### src/rtl/nn_pkg.sv
// rtl/nn_pkg.sv - shared types and constants for the perceptron weight loader
package nn_pkg;

    typedef enum logic [2:0] {
        IDLE    = 3'd0,
        LOAD_L1 = 3'd1,
        LOAD_L2 = 3'd2,
        LOAD_L3 = 3'd3,
        CHECK   = 3'd4,
        COMMIT  = 3'd5
    } state_e;

    localparam int L1_NEURONS = 3;
    localparam int L2_NEURONS = 4;
    localparam int L2_INPUTS  = 3;
    localparam int L3_INPUTS  = 4;

    // Weight words in one full load, excluding any checksum word.
    function automatic int total_words(input int num_input);
        return L1_NEURONS * num_input + L2_NEURONS * L2_INPUTS + L3_INPUTS;
    endfunction

endpackage

### src/rtl/nn_weight_bank.sv
// rtl/nn_weight_bank.sv - shadow/active register bank with atomic commit
module nn_weight_bank #(
    parameter int DEPTH  = 4,
    parameter int WIDTH  = 8,
    parameter int PAD    = 0,
    parameter int ADDR_W = 4
) (
    input  logic                        clk,
    input  logic                        rst,
    input  logic                        we,
    input  logic [ADDR_W-1:0]           addr,
    input  logic [WIDTH-1:0]            data,
    input  logic                        commit,
    output logic [DEPTH*WIDTH+PAD-1:0]  active
);

    logic [WIDTH-1:0]       shadow_q [DEPTH];
    logic [WIDTH-1:0]       shadow_d [DEPTH];
    logic [DEPTH*WIDTH-1:0] active_q;
    logic [DEPTH*WIDTH-1:0] active_d;

    always_comb begin
        shadow_d = shadow_q;
        for (int i = 0; i < DEPTH; i++) begin
            if (we && (addr == ADDR_W'(i))) begin
                shadow_d[i] = data;
            end
        end
    end

    // Commit copies the shadow contents as they stood before this edge.
    always_comb begin
        active_d = active_q;
        if (commit) begin
            for (int i = 0; i < DEPTH; i++) begin
                active_d[i*WIDTH +: WIDTH] = shadow_q[i];
            end
        end
    end

    always_ff @(posedge clk) begin
        if (rst) begin
            for (int i = 0; i < DEPTH; i++) begin
                shadow_q[i] <= '0;
            end
            active_q <= '0;
        end else begin
            shadow_q <= shadow_d;
            active_q <= active_d;
        end
    end

    generate
        if (PAD > 0) begin : g_pad
            assign active = {{PAD{1'b0}}, active_q};
        end else begin : g_nopad
            assign active = active_q;
        end
    endgenerate

endmodule

### src/rtl/nn_weight_loader.sv
// rtl/nn_weight_loader.sv - streams weights into shadow banks and commits them atomically
// Optional trailing checksum word when WLOAD_CHECKSUM_EN is defined.
module nn_weight_loader
    import nn_pkg::*;
#(
    parameter int numInput = 5,
    parameter int Width    = 8
) (
    input  logic                         clk,
    input  logic                         rst,
    input  logic                         start,
    input  logic [Width-1:0]             s_data,
    input  logic                         s_valid,
    output logic                         s_ready,
    output logic [Width*numInput*3-1:0]  wg1,
    output logic [Width*numInput*4-1:0]  wg2,
    output logic [Width*numInput-1:0]    wg3,
    output logic                         weights_valid,
    output logic                         busy,
    output logic                         done,
    output logic                         err
);

    localparam int L1_WORDS = L1_NEURONS * numInput;
    localparam int L2_WORDS = L2_NEURONS * L2_INPUTS;
    localparam int L3_WORDS = L3_INPUTS;
    localparam int IDX_W    = $clog2(total_words(numInput));
    localparam int WG2_PAD  = Width * numInput * 4 - Width * L2_WORDS;
    localparam int WG3_PAD  = Width * numInput - Width * L3_WORDS;

    state_e           state_q, state_d;
    logic [IDX_W-1:0] idx_q, idx_d;
    logic             weights_valid_q, weights_valid_d;
    logic             done_q, done_d;
    logic             we1, we2, we3, commit;
    logic             xfer;

`ifdef WLOAD_CHECKSUM_EN
    logic [Width-1:0] sum_q, sum_d;
    logic             err_q, err_d;
`endif

    assign xfer = s_valid && s_ready;

    always_comb begin
        s_ready = (state_q == LOAD_L1) || (state_q == LOAD_L2) ||
                  (state_q == LOAD_L3) || (state_q == CHECK);
    end

    always_comb begin
        state_d         = state_q;
        idx_d           = idx_q;
        weights_valid_d = weights_valid_q;
        done_d          = 1'b0;
        we1             = 1'b0;
        we2             = 1'b0;
        we3             = 1'b0;
        commit          = 1'b0;
`ifdef WLOAD_CHECKSUM_EN
        sum_d           = sum_q;
        err_d           = err_q;
        if (xfer && (state_q != CHECK)) begin
            sum_d = sum_q + s_data;
        end
`endif
        case (state_q)
            IDLE: begin
                if (start) begin
                    state_d = LOAD_L1;
                    idx_d   = '0;
`ifdef WLOAD_CHECKSUM_EN
                    sum_d   = '0;
                    err_d   = 1'b0;
`endif
                end
            end
            LOAD_L1: begin
                if (xfer) begin
                    we1 = 1'b1;
                    if (idx_q == IDX_W'(L1_WORDS - 1)) begin
                        state_d = LOAD_L2;
                        idx_d   = '0;
                    end else begin
                        idx_d = idx_q + IDX_W'(1);
                    end
                end
            end
            LOAD_L2: begin
                if (xfer) begin
                    we2 = 1'b1;
                    if (idx_q == IDX_W'(L2_WORDS - 1)) begin
                        state_d = LOAD_L3;
                        idx_d   = '0;
                    end else begin
                        idx_d = idx_q + IDX_W'(1);
                    end
                end
            end
            LOAD_L3: begin
                if (xfer) begin
                    we3 = 1'b1;
                    if (idx_q == IDX_W'(L3_WORDS - 1)) begin
`ifdef WLOAD_CHECKSUM_EN
                        state_d = CHECK;
`else
                        state_d = COMMIT;
`endif
                        idx_d   = '0;
                    end else begin
                        idx_d = idx_q + IDX_W'(1);
                    end
                end
            end
            CHECK: begin
`ifdef WLOAD_CHECKSUM_EN
                if (xfer) begin
                    if (s_data == sum_q) begin
                        state_d = COMMIT;
                        err_d   = 1'b0;
                    end else begin
                        // Bad set is abandoned; the next load overwrites the shadows.
                        state_d = IDLE;
                        err_d   = 1'b1;
                    end
                end
`else
                state_d = IDLE;
`endif
            end
            COMMIT: begin
                commit          = 1'b1;
                done_d          = 1'b1;
                weights_valid_d = 1'b1;
                state_d         = IDLE;
            end
            default: begin
                state_d = IDLE;
            end
        endcase
    end

    always_ff @(posedge clk) begin
        if (rst) begin
            state_q         <= IDLE;
            idx_q           <= '0;
            weights_valid_q <= 1'b0;
            done_q          <= 1'b0;
`ifdef WLOAD_CHECKSUM_EN
            sum_q           <= '0;
            err_q           <= 1'b0;
`endif
        end else begin
            state_q         <= state_d;
            idx_q           <= idx_d;
            weights_valid_q <= weights_valid_d;
            done_q          <= done_d;
`ifdef WLOAD_CHECKSUM_EN
            sum_q           <= sum_d;
            err_q           <= err_d;
`endif
        end
    end

    assign weights_valid = weights_valid_q;
    assign done          = done_q;
    assign busy          = (state_q != IDLE);
`ifdef WLOAD_CHECKSUM_EN
    assign err           = err_q;
`else
    assign err           = 1'b0;
`endif

    nn_weight_bank #(
        .DEPTH(L1_WORDS), .WIDTH(Width), .PAD(0), .ADDR_W(IDX_W)
    ) u_bank_l1 (
        .clk(clk), .rst(rst), .we(we1), .addr(idx_q), .data(s_data),
        .commit(commit), .active(wg1)
    );

    nn_weight_bank #(
        .DEPTH(L2_WORDS), .WIDTH(Width), .PAD(WG2_PAD), .ADDR_W(IDX_W)
    ) u_bank_l2 (
        .clk(clk), .rst(rst), .we(we2), .addr(idx_q), .data(s_data),
        .commit(commit), .active(wg2)
    );

    nn_weight_bank #(
        .DEPTH(L3_WORDS), .WIDTH(Width), .PAD(WG3_PAD), .ADDR_W(IDX_W)
    ) u_bank_l3 (
        .clk(clk), .rst(rst), .we(we3), .addr(idx_q), .data(s_data),
        .commit(commit), .active(wg3)
    );

endmodule

### config.mk
export PLATFORM = sky130hd
export DESIGN_NAME = nn_weight_loader
export DESIGN_NICKNAME = d
export VERILOG_FILES = /design/src/rtl/nn_pkg.sv /design/src/rtl/nn_weight_bank.sv /design/src/rtl/nn_weight_loader.sv
export SDC_FILE = /design/constraint.sdc
export NUM_CORES = 1
export LEC_CHECK = 0
export CORE_MARGIN = 1.5
export CORE_UTILIZATION = 55
export CTS_BUF_LIST = sky130_fd_sc_hd__clkbuf_2
export DETAILED_ROUTE_END_ITERATION = 8
export HOLD_SLACK_MARGIN = 0.03
export MAX_ROUTING_LAYER = met4
export PLACE_DENSITY_LB_ADDON = 0.05
export SLEW_MARGIN = 40
export SYNTH_ARGS = -nofsm -noshare
export SYNTH_HDL_FRONTEND = slang
export SYNTH_HIERARCHICAL = 1
export SYNTH_SLANG_ARGS = --single-unit
### constraint.sdc
create_clock -name clk -period 2.3 [get_ports clk]
set_input_delay 0.23 -clock clk [delete_from_list [all_inputs] [get_ports clk]]
set_output_delay 0.23 -clock clk [all_outputs]
set_load 0.01 [all_outputs]
# Word-level counts from Yosys, hierarchy flattened

Cells that the tools add are included.

Bitwise logic cells: 0
Shift operators: 0
Multiplexer cells: 21
Add/subtract/negate cells: 1
Reductions and logical operators: 41
$lt $le $gt $ge: 0
Div/mod/pow operators: 0
Multiply operators: 0
Equal/unequal tests: 26

Operators with widths:

| kind                                                   | number |
|---|---|
| equality test 5 x 4 -> 1 bit (second input constant)   | 7 |
| 2-to-1 mux 5 bit                                       | 7 |
| logical AND 1 bit                                      | 32 |
| 2-to-1 mux 3 bit                                       | 7 |
| equality test 5 x 3 -> 1 bit (second input constant)   | 4 |
| one-hot mux 5 bit (4 select lines)                     | 1 |
| one-hot mux 3 bit (4 select lines)                     | 1 |
| equality test 5 x 2 -> 1 bit (second input constant)   | 2 |
| inequality test 2 bit (second input constant)          | 4 |
| AND reduction 7 bit                                    | 1 |
| equality test 3 x 2 -> 1 bit (second input constant)   | 2 |
| equality test 3 bit (second input constant)            | 2 |
| inequality test 2 x 1 -> 1 bit (second input constant) | 3 |
| adder 5 x 1 -> 5 bit (second input constant)           | 1 |
| equality test 5 x 1 -> 1 bit (second input constant)   | 1 |
| logical NOT 5 bit                                      | 1 |
| 2-to-1 mux 1 bit                                       | 5 |
| AND reduction 5 bit                                    | 1 |
| nonzero test 4 bit                                     | 1 |
| equality test 3 x 1 -> 1 bit (second input constant)   | 1 |
| logical NOT 3 bit                                      | 1 |
| logical OR 1 bit                                       | 3 |
| nonzero test 3 bit                                     | 1 |

Memory bits (read-only): 0
Output and inout port bits: 325
Register bits: 506
Memories kept: 0
Bits of input ports: 12
Latch bits: 0
Logic and storage cells: 127
Memory bits (writable): 0

# Longest topological paths before layout

Gate-level depths: netlist of the first run.

Depth after elaboration: 8
Depth in mapped cells: 8
Depth with buffers taken out: 6

# Modules after synthesis

Netlist of the first run, hierarchy kept.

Modules (own cells, without submodules):

| module                      | cells an instance | sequential area each (um2) | times used | area an instance (um2) |
|---|---|---|---|---|
| nn_weight_bank at u_bank_l1 | 808               | 4,804.6                    | 1          | 8,894.8 |
| nn_weight_bank at u_bank_l2 | 716               | 3,843.7                    | 1          | 7,631.1 |
| nn_weight_bank at u_bank_l3 | 230               | 1,281.2                    | 1          | 2,487.4 |
| nn_weight_loader            | 73                | 200.2                      | 1          | 624.3 |

# Worst setup path after synthesis of the first run

OpenSTA, ideal clock, no wires.

Path type: flip-flop to flip-flop
Start point: register state_q[2]
End point: register u_bank_l2.active_q[55]
Path slack: 0.344 ns
Data required time: 2.172 ns
Cell stages (with the launch flop): 8
Period minus slack after synthesis: 1.956 ns
Arrival: 1.828 ns
Library setup time: 0.128 ns
Buffers on the path: 4
Cell sequence: dfxtp_1 -> clkbuf_1 -> nor3b_1 -> clkbuf_1 -> buf_2 -> buf_4 -> mux2i_1 -> nor2_1

Word-level cells in the longest chain between the ends: 2

Ends and longest elaborated chain:

| item                   | RTL line                | text |
|---|---|---|
| from (decl)            | nn_weight_loader.sv:31  | `state_e state_q, state_d;` |
| from (signal assigned) | nn_weight_loader.sv:153 | `state_q <= state_d;` |
| equality test 3 bit    | nn_weight_loader.sv:66  | `case (state_q)` |
| 2-to-1 mux 1 bit       | nn_weight_loader.sv:66  |  |
| named net commit       | nn_weight_loader.sv:35  | `logic we1, we2, we3, commit;` |
| to (signal assigned)   | nn_weight_bank.sv:49    | `active_q <= active_d;` |
| to (decl)              | nn_weight_bank.sv:19    | `logic [DEPTH*WIDTH-1:0] active_q;` |

The timed path passes the listed nets, and every way through them passes these cells.
A chain may end at the register's enable or synchronous reset.

# Final worst setup path of the first run

Start point: register idx_q[1]
End point: register idx_q[1]

Word-level cells in the longest chain between the ends: 4
Elaborated cells between the ends (all ways): 11
Those cells by class: 1 x add/sub; 3 x eq/ne; 7 x mux

Ends and longest elaborated chain:

| item                                               | RTL line                                                                | text |
|---|---|---|
| from (decl)                                        | nn_weight_loader.sv:32                                                  | `logic [IDX_W-1:0] idx_q, idx_d;` |
| from (signal assigned)                             | nn_weight_loader.sv:154                                                 | `idx_q <= idx_d;` |
| adder 5 x 1 -> 5 bit, or another cell as far along | nn_weight_loader.sv:84, nn_weight_loader.sv:95, nn_weight_loader.sv:110 |  |
| 2-to-1 mux 5 bit (on tied branches)                | nn_weight_loader.sv:102, nn_weight_loader.sv:80, nn_weight_loader.sv:91 |  |
| 2-to-1 mux 5 bit (on tied branches)                | nn_weight_loader.sv:100, nn_weight_loader.sv:78, nn_weight_loader.sv:89 |  |
| one-hot mux 5 bit (4 select lines) (*)             | nn_weight_loader.sv:66                                                  |  |

Every way passes the cells marked *; elsewhere a longest branch is shown, timed or not. The select of a mux whose other input is x is not followed.

==> metrics.md, run 1 <==
| Metric | Value |
|---|---|
| Status | `completed` |
| Via count | `13447` |
| Final period util | `95.8%` |
| Clk buf depth | `3` |
| Clk slew on worst S/H paths | `0.10 ns` |
| Worst ir drop on vdd | `0.401 mV` |
| # rows | `69` |
| WP data required | `3.25 ns` |
| EDFF count, synth | `0` |
| Area Overhead vs Synth | `20.6%` |
| Die height | `192 microns` |
| Synth area leaders | `dfxtp_1 52%, mux2i_1 25%, nand2b_1 8.7%, nor2_1 4.9%, buf_4 3.0%` |
| Top-area cell type share of the netlist area | `51.6%` |
| Worst-skew pair later-pin latency | `1.05 ns` |
| Crit path arrival time | `3.16 ns` |
| Placer's final routability congestion estimate | `0.779` |
| Layout cells sized above 1 | `13.7%` |
| Register bit total from synthesis | `506` |
| Nets | `2161` |
| DIE AREA | `36800 sq um` |
| Reg2reg start | `idx_q[1]` |
| Starting Density | `55.5%` |
| YS warnings | `6` |
| CP Class | `flop to flop` |
| DRC Markers | `0` |
| 1st-pass router iterations | `4` |
| GRT Overall Usage | `25.2%` |
| DR WL/cell | `16.8 microns` |
| Power Dens Cells | `637 nW/um^2` |
| Overflow after GRT | `0` |
| Maxcap violations | `0` |
| CTS tree | `built` |
| Clk_skew | `0.0696 ns` |
| Post-synth ARST share | `0%` |
| H-tree Lvls | `3` |
| Worst Setup End Kind | `flop` |
| Post-Syn Area | `19600 sq um` |
| Final Power | `15.1 mW` |
| F_max | `0.454 GHz` |
| Reg2reg end | `idx_q[1]` |
| Final Max Tran Viols | `0` |
| Setup ws final | `0.0972 ns` |
| Crit path max fanout | `21` |
| Top_reg_cell synth | `dfxtp_1` |
| Seq/Total Area, Yosys | `51.6%` |
| Most frequent cells in the layout | `496 x mux2i_1, 488 x dfxtp_1, 273 x nand2b_1` |
| Commonest non-fill, non-tap cell in the layout | `mux2i_1` |
| Critical path origin | `idx_q[1]` |
| Slew headroom | `51.7%` |
| Top cell type by total area after synthesis | `dfxtp_1` |
| Worst hold path type | `input port to flop` |
| Leak | `10.5 nW` |
| Hold Fails Final Rpt | `0` |
| # setup viols final | `0` |
| I/O Buffers | `263` |
| Post-Syn Area per Cell | `10.7 sq um` |
| Post-route antenna net violation count | `0` |
| Yosys cell types | `54` |
| Clock root buffer | `clkbuf_2` |
| Crit path time final | `2.20 ns` |
| Initial antenna violation count | `2` |
| R2R cell count | `7` |
| Unrepaired setup endpoints after global routing | `false` |
| Sink Count | `506` |
| Placement Setup Slack | `-0.0789 ns` |
| Total Neg Setup Slack | `0 ns` |
| CP Launch Type | `flop` |
| Iteration-0 DRC Markers | `755` |
| DR vias/cell | `5.00` |
| DRT Wirelength | `45.3 mm` |
| Cells after Synth | `1827` |
| Largest net degree at the start of global routing | `133` |
| R2R Setup Slk | `0.1 ns` |
| IO Pins | `337` |
| Die X | `192 microns` |
| First-pass GRT wire length | `70.4 mm` |
| CORE AREA | `35400 sq um` |
| Critical Path End | `idx_q[1]` |
| Cts bufs inserted | `121` |
| Post-DP HPWL | `28.7 mm` |
| Vias in the first global route | `13348` |
| Worst slew pin tran | `0.725 ns` |
cells in the mapped netlist, types with 3 or more instances:
library cell  instances
and2_1                3
and4bb_2              3
buf_1                 3
buf_2                37
buf_4                78
clkbuf_1             73
conb_1                3
dfxtp_1             506
inv_1                 3
mux2i_1             496
nand2_1               8
nand2_2              18
nand2b_1            274
nand3_1               5
nand3_2               4
nand3b_1              3
nand4_1               4
nor2_1              256
nor2b_1               4
nor3_1                3
cell families after synthesis:
family / share of synthesized area, %
xor+xnor: 0.0446
mux: 25.3
flops: 51.6
compound gates: 0.739
buf+inv: 5.57
simple gates: 16.6
other cells: 0.0573
fa+ha+maj: 0.127
worst max-delay path: stages, from the launching register on:
cell,delay [ns]
dfxtp_1,0.34
buf_4,0.32
ha_1,0.21
nand4b_1,0.15
o22a_2,0.32
nand4b_1,0.12
a21oi_1,0.06
dlygate4sd3_1,0.57
metal layers:
| layer | vias up | global-route usage (%) | routed length, microns |
|---|---|---|---|
| met5 | - | - | 0 |
| met4 | 0 | 8.80 | 742 |
| met3 | 48 | 5.50 | 2220 |
| li1 | 6609 | - | - |
| met1 | 6452 | 31.6 | 20400 |
| met2 | 338 | 40.0 | 21900 |
stage by stage:
stage	area [sq um]	utilization, %	cells	hold WS (ns)
2_1_floorplan	19900	-	1897	0.427
5_1_grt	23700	66.9	2692	0.189
6_report	23700	66.9	2692	0.248
3_3_place_gp	22500	63.6	2472	0.451
4_1_cts	23600	66.7	2688	0.144
3_5_place_dp	22500	63.6	2472	0.462
where the power goes:
part | leakage, nW | switching, mW | total (mW) | internal, mW
clock network | 0.831 | 3.41 | 5.72 | 2.31
registers | 4.08 | 0.0137 | 8.78 | 8.77
logic | 5.57 | 0.384 | 0.576 | 0.192
how the worst min path moves through the flow:
| stage | from | slack, ns | cells after the start | endpoint |
|---|---|---|---|---|
| 3_5_place_dp | weights_valid | 0.46 | 2 | weights_valid |
| 4_1_cts | rst | 0.14 | 3 | idx_q[0] |
| 6_report | rst | 0.25 | 3 | u_bank_l3/active_q[16] |
| 5_1_grt | rst | 0.19 | 3 | u_bank_l3/active_q[8] |
| 3_3_place_gp | weights_valid | 0.45 | 2 | weights_valid |
| 2_1_floorplan | s_data[7] | 0.43 | 2 | u_bank_l2/shadow_q[15] |
cell type report:
cell class	instances	area, sq um
antenna	2	5.00
multi-input combinational	1194	8700
sequential	506	10200
timing repair buffer	321	3170
tap	461	577
inverter	3	11.3
fill	2954	11700
clock buffer	184	921
clock inverter	21	138
registers in the layout (all words and copies together) (netlist names):
signal	count
u_bank_l1/active	120
u_bank_l1/shadow_q	120
u_bank_l2/active_q	96
u_bank_l2/shadow_q	96
u_bank_l3/active_q	32
u_bank_l3/shadow_q	32
idx_q	5
state_q	3
done	1
weights_valid	1
repair_timing:
item	CTS	global route
hold buffers	12	0
gates resized for setup	106	13
pin swaps	0	0
buffers inserted	0	2
hold endpoints to repair	469	0
setup endpoints to repair	83	13
No activity file was read; power rests on OpenSTA's default activity.
==> run 2: changes to the inputs <==
--- a/config.mk
+++ b/config.mk
@@ -7,10 +7,9 @@
 export LEC_CHECK = 0
 export CORE_MARGIN = 1.5
 export CORE_UTILIZATION = 55
-export CTS_BUF_LIST = sky130_fd_sc_hd__clkbuf_2
+export CTS_BUF_LIST = sky130_fd_sc_hd__clkbuf_8
 export DETAILED_ROUTE_END_ITERATION = 8
 export HOLD_SLACK_MARGIN = 0.03
-export MAX_ROUTING_LAYER = met4
 export PLACE_DENSITY_LB_ADDON = 0.05
 export SLEW_MARGIN = 40
 export SYNTH_ARGS = -nofsm -noshare
==> run 2 against run 1 <==
Against the previous run: sequential power about the same; flip-flop and latch count unchanged; sequential share of layout area decreased by 1.1 points; combinational power decreased by 3%; register-to-register slack improved by 0.04 ns; final cell count decreased by 2.7%; total power increased by 14%; critical path type is now flop to primary output.
==> metrics.md, run 2 (synthesis results as in run 1) <==
| Metric | Value |
|---|---|
| Worst hold path type | `input port to flop` |
| Power Dens Cells | `709 nW/um^2` |
| Nets | `2108` |
| Layout fillers | `2838` |
| WP data required | `2.07 ns` |
| Slew headroom | `50.4%` |
| CP Class | `flop to primary output` |
| CORE AREA | `35400 sq um` |
| Clock root buffer | `clkbuf_8` |
| Die height | `192 microns` |
| Status | `completed` |
| CP Launch Type | `flop` |
| Hold Crit Depth | `3` |
| Final period util | `96.9%` |
| Setup ws final | `0.0717 ns` |
| Hold_sp | `s_data[6]` |
| Largest net degree at the start of global routing | `133` |
| DRT Wirelength | `45.3 mm` |
| 1st-pass router iterations | `5` |
| Commonest non-fill, non-tap cell in the layout | `dfxtp_1` |
| Postcts setup bufs | `0` |
| Post-DP HPWL | `28.7 mm` |
| Hold path endpoint | `u_bank_l3/shadow_q[30]` |
| Crit path time final | `2.23 ns` |
| Sink Count | `506` |
| F_max | `0.449 GHz` |
| Placement Setup Slack | `-0.0789 ns` |
| Initial antenna violation count | `1` |
| Worst slew pin tran | `0.744 ns` |
| Final Max Tran Viols | `0` |
| Final Power | `17.2 mW` |
| Reg area | `10100 sq um` |
| Hold Fails Final Rpt | `0` |
| Maxcap violations | `0` |
| Unrepaired setup endpoints after global routing | `false` |
| Starting Density | `55.5%` |
| Final instance area | `24200 sq um` |
| WHS | `0.390 ns` |
| Reg2reg start | `state_q[0]` |
| Placer's final routability congestion estimate | `0.769` |
| # rows | `69` |
| Area Overhead vs Synth | `23.3%` |
| Worst-skew pair later-pin latency | `0.62 ns` |
| Most frequent cells in the layout | `506 x dfxtp_1, 496 x mux2i_1, 273 x nand2b_1` |
| First-pass GRT wire length | `69.8 mm` |
| H-tree Lvls | `3` |
| Placed Area | `22500 sq um` |
| Cts bufs inserted | `80` |
| Worst Setup End Kind | `primary output` |
| I/O Buffers | `263` |
| CTS tree | `built` |
| # setup viols final | `0` |
| Vias in the first global route | `12906` |
| Reg2reg end | `u_bank_l2/active_q[29]` |
| Worst ir drop on vdd | `0.481 mV` |
| Crit path arrival time | `2.00 ns` |
| GRT Overall Usage | `24.3%` |
| DRC Markers | `0` |
| Layout cells sized above 1 | `10.1%` |
| Crit path max fanout | `11` |
| Die X | `192 microns` |
| Final Util | `68.4%` |
| Leak | `10.0 nW` |
| DR WL/cell | `17.3 microns` |
| Area of the multi-input gates | `8690 sq um` |
| Clk slew on worst S/H paths | `0.06 ns` |
| IO Pins | `337` |
| Iteration-0 DRC Markers | `751` |
| R2R cell count | `6` |
| Via count | `13192` |
| Clk buf depth | `3` |
| Overflow after GRT | `0` |
| DIE AREA | `36800 sq um` |
| DR vias/cell | `5.04` |
| Post-route antenna net violation count | `0` |
| Clk_skew | `0.0167 ns` |
| R2R Setup Slk | `0.14 ns` |
run 2: layout make-up:
type                       instances  area share, %
sequential                       506           41.8
timing repair buffer             309           12.8
clock buffer                     105           5.97
tap                              461           2.38
multi-input combinational       1194           35.9
clock inverter                    40          0.992
inverter                           3         0.0465
antenna                            1         0.0103
run 2: power by group:
group	internal, mW	switching [mW]
Sequential	8.78	0.0128
Clock	4.33	3.49
Combinational	0.177	0.381
run 2: what timing repair did:
action / CTS / global route
cloned: 0 / 0
gates resized for setup: 1 / 1
hold buffers: 1 / 0
endpoints found under the hold margin: 8 / 0
pin swaps: 0 / 0
setup endpoints to repair: 1 / 32
run 2: per-layer routing:
layer,part of all wire [%],GRT usage (%)
met1,46,32.0
met2,47,39.4
met3,4.7,5.28
met4,2.0,8.26
met5,0,0
run 2: worst max-delay path by stage:
stage / start / end
2_1_floorplan: state_q[2] / u_bank_l2/active_q[55]
3_3_place_gp: s_valid / u_bank_l1/shadow_q[95]
3_5_place_dp: s_valid / u_bank_l1/shadow_q[95]
4_1_cts: state_q[1] / busy
5_1_grt: state_q[0] / u_bank_l2/active_q[29]
6_report: state_q[1] / busy
run 2: critical path: stages, from the launching register on:
cell             delay [ns]
dfxtp_1                0.32
buf_4                  0.18
or3_1                  0.36
clkdlybuf4s50_1        0.52
run 2: metrics by stage:
stage                     cells  TNS (ns)
after floorplan            1897         0
after global placement     2472     -1.84
after detailed placement   2472    -0.950
after CTS                  2618         0
after global routing       2619         0
final                      2619         0
==> RTL change 1: new RTL, config.mk and constraints of run 2 <==
The 6 states of `state_e` get a one-hot encoding in 6 bits.
--- a/src/rtl/nn_pkg.sv
+++ b/src/rtl/nn_pkg.sv
@@ -1,13 +1,13 @@
 // rtl/nn_pkg.sv - shared types and constants for the perceptron weight loader
 package nn_pkg;
 
-    typedef enum logic [2:0] {
-        IDLE    = 3'd0,
-        LOAD_L1 = 3'd1,
-        LOAD_L2 = 3'd2,
-        LOAD_L3 = 3'd3,
-        CHECK   = 3'd4,
-        COMMIT  = 3'd5
+    typedef enum logic [5:0] {
+        IDLE    = 6'b000001,
+        LOAD_L1 = 6'b000010,
+        LOAD_L2 = 6'b000100,
+        LOAD_L3 = 6'b001000,
+        CHECK   = 6'b010000,
+        COMMIT  = 6'b100000
     } state_e;
 
     localparam int L1_NEURONS = 3;
Behaviour: no difference found for any inputs over 10 cycles, from zero or initial values and one cycle with rst high; not proved beyond that.
==> RTL change 1 against run 2 <==
Synthesized area up 0.40%; fmax up 1.4%; count of clock-buffer cells in the layout down 7; total power down 4.0%; clock skew down 0.0062 ns; clock power down 8.3%; sequential cell count up 2; wire length up 1.1%; setup slack better by 0.031 ns; design area down 0.46%; critical endpoint is now s_ready; largest power group unchanged.
==> RTL change 1: results (changes against run 2) <==
grtUsageMet2_pct: 40.66  # +1.3 points
p_int_w: 0.01277  # -3.8%
final_cells: 2621  # +0.076%
syn_avg_cell_area_sq_um: 10.71  # -0.31%
met1_length_mm: 21.00  # +1.1%
grt_max_degree: 183  # +38%
cts_buffers: 81  # +1.3%
finalPower_w: 0.01648  # -4.0%
yosys-top-cells-area: "dfxtp_1 52%, mux2i_1 25%, nand2b_1 8.7%"
clkTransAtPathRegs_ns: 0.06  # about the same
drt_pre_antenna_iters: 5  # unchanged
p_clk_share_pct: 43.5  # -2.0 points
ir_worst_vdd_v: 0.0004807  # about the same
wl_met3_mm: 1.973  # -7.9%
grt_pass1_wl_mm: 70.60  # +1.1%
fin_skew_ns: 0.01049  # -0.006235 ns
dr_wl_met2_mm: 21.96  # +2.4%
critPathArrivalTime_ns: 1.97  # -0.03 ns
ys_types: 52  # -3.7%
drt_iter0_drc: 780  # +3.9%
num_vias: 13340  # +1.1%
cp_max_fo: 7  # -4
diodes: 0  # -1
use_met3_pct: 4.219  # -1.1 points
layout-drive-gt1-share_pct: 8.519  # -1.6 points
port_buffers: 263  # unchanged
synth_ff_type: "dfxtp_1"
slew_headroom_pct: 40.08  # -10 points
p_leak_nw: 9.972  # -0.28%
ys_warn_count: 6  # unchanged
run_status: "finished clean"
drt-wirelength-per-cell_um: 17.47  # +1.1%
place_inst: 2480  # +0.32%
root_buffer: "clkbuf_8"
yosysSeqAreaShare_pct: 51.58  # about the same
route.top_layer_used: "met4"
hold_class: "in -> reg"
postPlaceCellArea_sq_um: 22540  # +0.16%
grt_use_total_pct: 24.46  # +0.16 points
grt_use_met1_pct: 32.30  # +0.25 points
dpl_worst_slack_ns: -0.03760  # +0.04129 ns
antenna_found_initial: 0  # -1
post-dp-hpwl_mm: 29.76  # +3.6%
synth_common_cells: "508 x dfxtp_1, 496 x mux2i_1, 273 x nand2b_1"
nets: 2120  # +0.57%
gp_congestion: 0.8198  # +6.7%
## RTL change 1: cell types whose count changed in the layout (fill, tap and decap cells not counted), sizes merged, moves of 3 or more
cell	run 2	this run
inv	21	37
o21ai	1	5
a21oi	3	7
clkinvlp	5	2
clkbuf	105	98
clkinv	15	3
nand2	26	29
and3	1	4
buf	46	42
nand4	4	0
## RTL change 1: path summary, 6_finish.rpt
| kind | start | end | slack [ns] | cells after the start |
|---|---|---|---|---|
| worst max-delay path | state_q[2] | s_ready | 0.10 | 4 |
| worst min-delay path | start | state_q[1] | 0.40 | 3 |
| worst max register to register | state_q[5] | u_bank_l3/shadow_q[28] | 0.14 | 6 |
| worst min register to register | u_bank_l2/shadow_q[17] | u_bank_l2/shadow_q[17] | 0.48 | 2 |
## RTL change 1: final cells by class
type | count | area (sq um)
clock buffer | 98 | 1349
clock inverter | 39 | 157.7
fill | 2779 | 11300
inverter | 3 | 18.77
multi-input combinational | 1207 | 8747
sequential | 508 | 10170
tap | 461 | 576.8
timing repair buffer | 305 | 3079
## RTL change 1: cells by family after synthesis
kind of cell | count (synthesis) | synth area share (%)
DFF | 508 | 51.58
AOI/OAI and AO/OA | 23 | 0.7870
muxes | 496 | 25.18
buffers and inverters | 195 | 5.509
adders and majority gates | 2 | 0.1269
and+or+nand+nor | 612 | 16.71
xor gates and xnor gates | 1 | 0.04443
other | 3 | 0.05711
## RTL change 1: repair_timing
action,in CTS,in global routing
gates resized for setup,2,2
hold buffers,1,0
pin swaps,0,1
setup buffers,0,3
endpoints found under the hold margin,11,0
gates cloned,0,0
endpoints found under the setup margin,2,13
## RTL change 1: worst max-delay path, stage by stage, from the launching register on
cell,delay [ns]
dfxtp_1,0.48
nand2b_1,0.18
o22a_2,0.28
nor2_1,0.10
dlygate4sd2_1,0.32
==> RTL change 2: new RTL, flow settings as in run 2 <==
Made on the original files. Set the package constant `L2_NEURONS` to 2 (it was 4).
--- a/src/rtl/nn_pkg.sv
+++ b/src/rtl/nn_pkg.sv
@@ -11,7 +11,7 @@
     } state_e;
 
     localparam int L1_NEURONS = 3;
-    localparam int L2_NEURONS = 4;
+    localparam int L2_NEURONS = 2;
     localparam int L2_INPUTS  = 3;
     localparam int L3_INPUTS  = 4;
 
Formal check against the unedited RTL: no difference found for any inputs over 10 cycles, from zero or initial values and one cycle with rst high; that may be too few to reach the edited logic, so the function may still have changed.
==> RTL change 2 against run 2 <==
Total power shrank 22%; wire length down 22%; synthesized area decreased by 16%; design area shrank 18%; cell count fell by 15%; count of clock-buffer cells in the layout decreased by 30; clock skew grew 0.0015 ns; setup slack improved by 0.0053 ns; combinational power about the same; sequential cell count decreased by 96; sequential share of layout area down 0.43 points; highest routed layer unchanged.
==> RTL change 2: results (changes against run 2) <==
antenna_found_initial: 0  # -1
cts_max_path_buffers: 3  # unchanged
ys_warn_count: 6  # unchanged
run_status: "finished clean"
slew_headroom_pct: 53.21  # +2.8 points
ys_types: 49  # -9.3%
post-dp-hpwl_mm: 22.89  # -20%
nets: 1805  # -14%
yosys-top-cells-area: "dfxtp_1 50%, mux2i_1 24%, nand2b_1 8.3%"
async_flop_share_pct: 0  # unchanged
fin_skew_ns: 0.01826  # +0.001535 ns
hold_class: "in -> reg"
synth_common_cells: "410 x dfxtp_1, 395 x mux2i_1, 217 x nand2b_1"
htreeDepth: 3  # unchanged
synth_ff_type: "dfxtp_1"
grt_pass1_wl_mm: 56.20  # -20%
crit_start: "state_q[1]"
gp_congestion: 0.7630  # -0.72%
r2r-start: "idx_q[0]"
routed_wirelength_mm: 35.42  # -22%
drt_iter0_drc: 590  # -21%
yosysSeqAreaShare_pct: 49.89  # -1.7 points
fillers: 2396  # -16%
cp_max_fo: 10  # -1
clkTransAtPathRegs_ns: 0.06  # about the same
grt_max_degree: 111  # -17%
diodes: 0  # -1
grt_pass1_vias: 10630  # -18%
drt_pre_antenna_iters: 5  # unchanged
grt_use_total_pct: 22.67  # -1.6 points
ir_worst_vdd_v: 0.0005462  # +14%
dpl_worst_slack_ns: 0.01199  # +0.09088 ns
critPathArrivalTime_ns: 1.99
final-setup-viol-count: 0  # unchanged
p_leak_nw: 8.249  # -18%
port_buffers: 215  # -18%
cts_buffers: 66  # -18%
hold_path_startpoint: "rst"
root_buffer: "clkbuf_8"
layout-drive-gt1-share_pct: 8.274  # -1.8 points
vias_per_cell: 4.920  # -2.3%
clock_latency_ns: 0.56  # -0.06 ns
-- RTL change 2: changes by cell type after synthesis, sizes merged, moves of 3 or more --
cell    change
nor4        +4
nand2       -6
nor3b       +3
nor2       -51
o21ai      +17
nand2b     -57
dfxtp      -96
clkbuf     -18
nand3       -5
buf        +40
mux2i     -101
a21oi       -3
nor2b       +7
-- RTL change 2: what timing repair did --
item	in CTS	in global routing
setup buffers	0	0
hold buffers	0	0
setup endpoints to repair	1	0
gates resized for setup	1	0
-- RTL change 2: cells by family after synthesis --
group,share of synthesized area [%]
buffers and inverters,8.213
AOI/OAI and AO/OA,1.278
DFF,49.89
muxes,24.03
and+or+nand+nor,16.29
other,0.06844
adders and majority gates,0.2282
-- RTL change 2: metrics by stage --
step | total power, W | utilization [%] | cells | instance area, sq um | hold WS (ns)
global placement | 0.007841 | 63.12 | 2112 | 18660 | 0.4552
CTS | 0.01346 | 67.04 | 2215 | 19820 | 0.1219
finish | 0.01331 | 67.04 | 2215 | 19820 | 0.1140
global route | 0.01384 | 67.04 | 2215 | 19820 | 0.1598
floorplan | 0.007819 | - | 1677 | 16900 | 0.4098
detailed placement | 0.007841 | 63.12 | 2112 | 18660 | 0.4626
-- RTL change 2: worst max-delay path, cell delays in order, from the launching register on --
cell	delay, ns
dfxtp_1	0.35
buf_4	0.19
or3_1	0.40
clkdlybuf4s50_1	0.50
-- RTL change 2: path summary, 6_finish.rpt --
path                                  to  slack (ns)  depth (start not counted)
setup / recovery                    busy        0.08                          3
hold / removal    u_bank_l2/active_q[19]        0.11                          2
setup reg to reg                idx_q[4]        0.20                          7
hold reg to reg            weights_valid        0.47                          2
-- RTL change 2: where the power goes --
group	internal (W)	total, W	leakage (nW)	switching, W
sequential	0.00712	0.00713	3.30	0.0000107
clock	0.00295	0.00562	0.682	0.00266
combinational	0.000180	0.000559	4.27	0.000379
-- RTL change 2: final cells by class --
| class | instances | share of cell area (%) |
|---|---|---|
| sequential | 410 | 41.42 |
| tap | 390 | 2.462 |
| clock inverter | 28 | 0.6440 |
| timing repair buffer | 261 | 13.13 |
| multi-input combinational | 1047 | 37.07 |
| clock buffer | 75 | 5.209 |
| inverter | 4 | 0.07576 |
-- RTL change 2: layer usage --
layer  vias to the layer above  track usage (%)  wire length (um)
li1                       5381                -                 -
met1                      5159            31.07             16670
met2                       307            36.53             16400
met3                        51            3.962              1744
met4                         0            6.909               608
met5                         -                0                 0
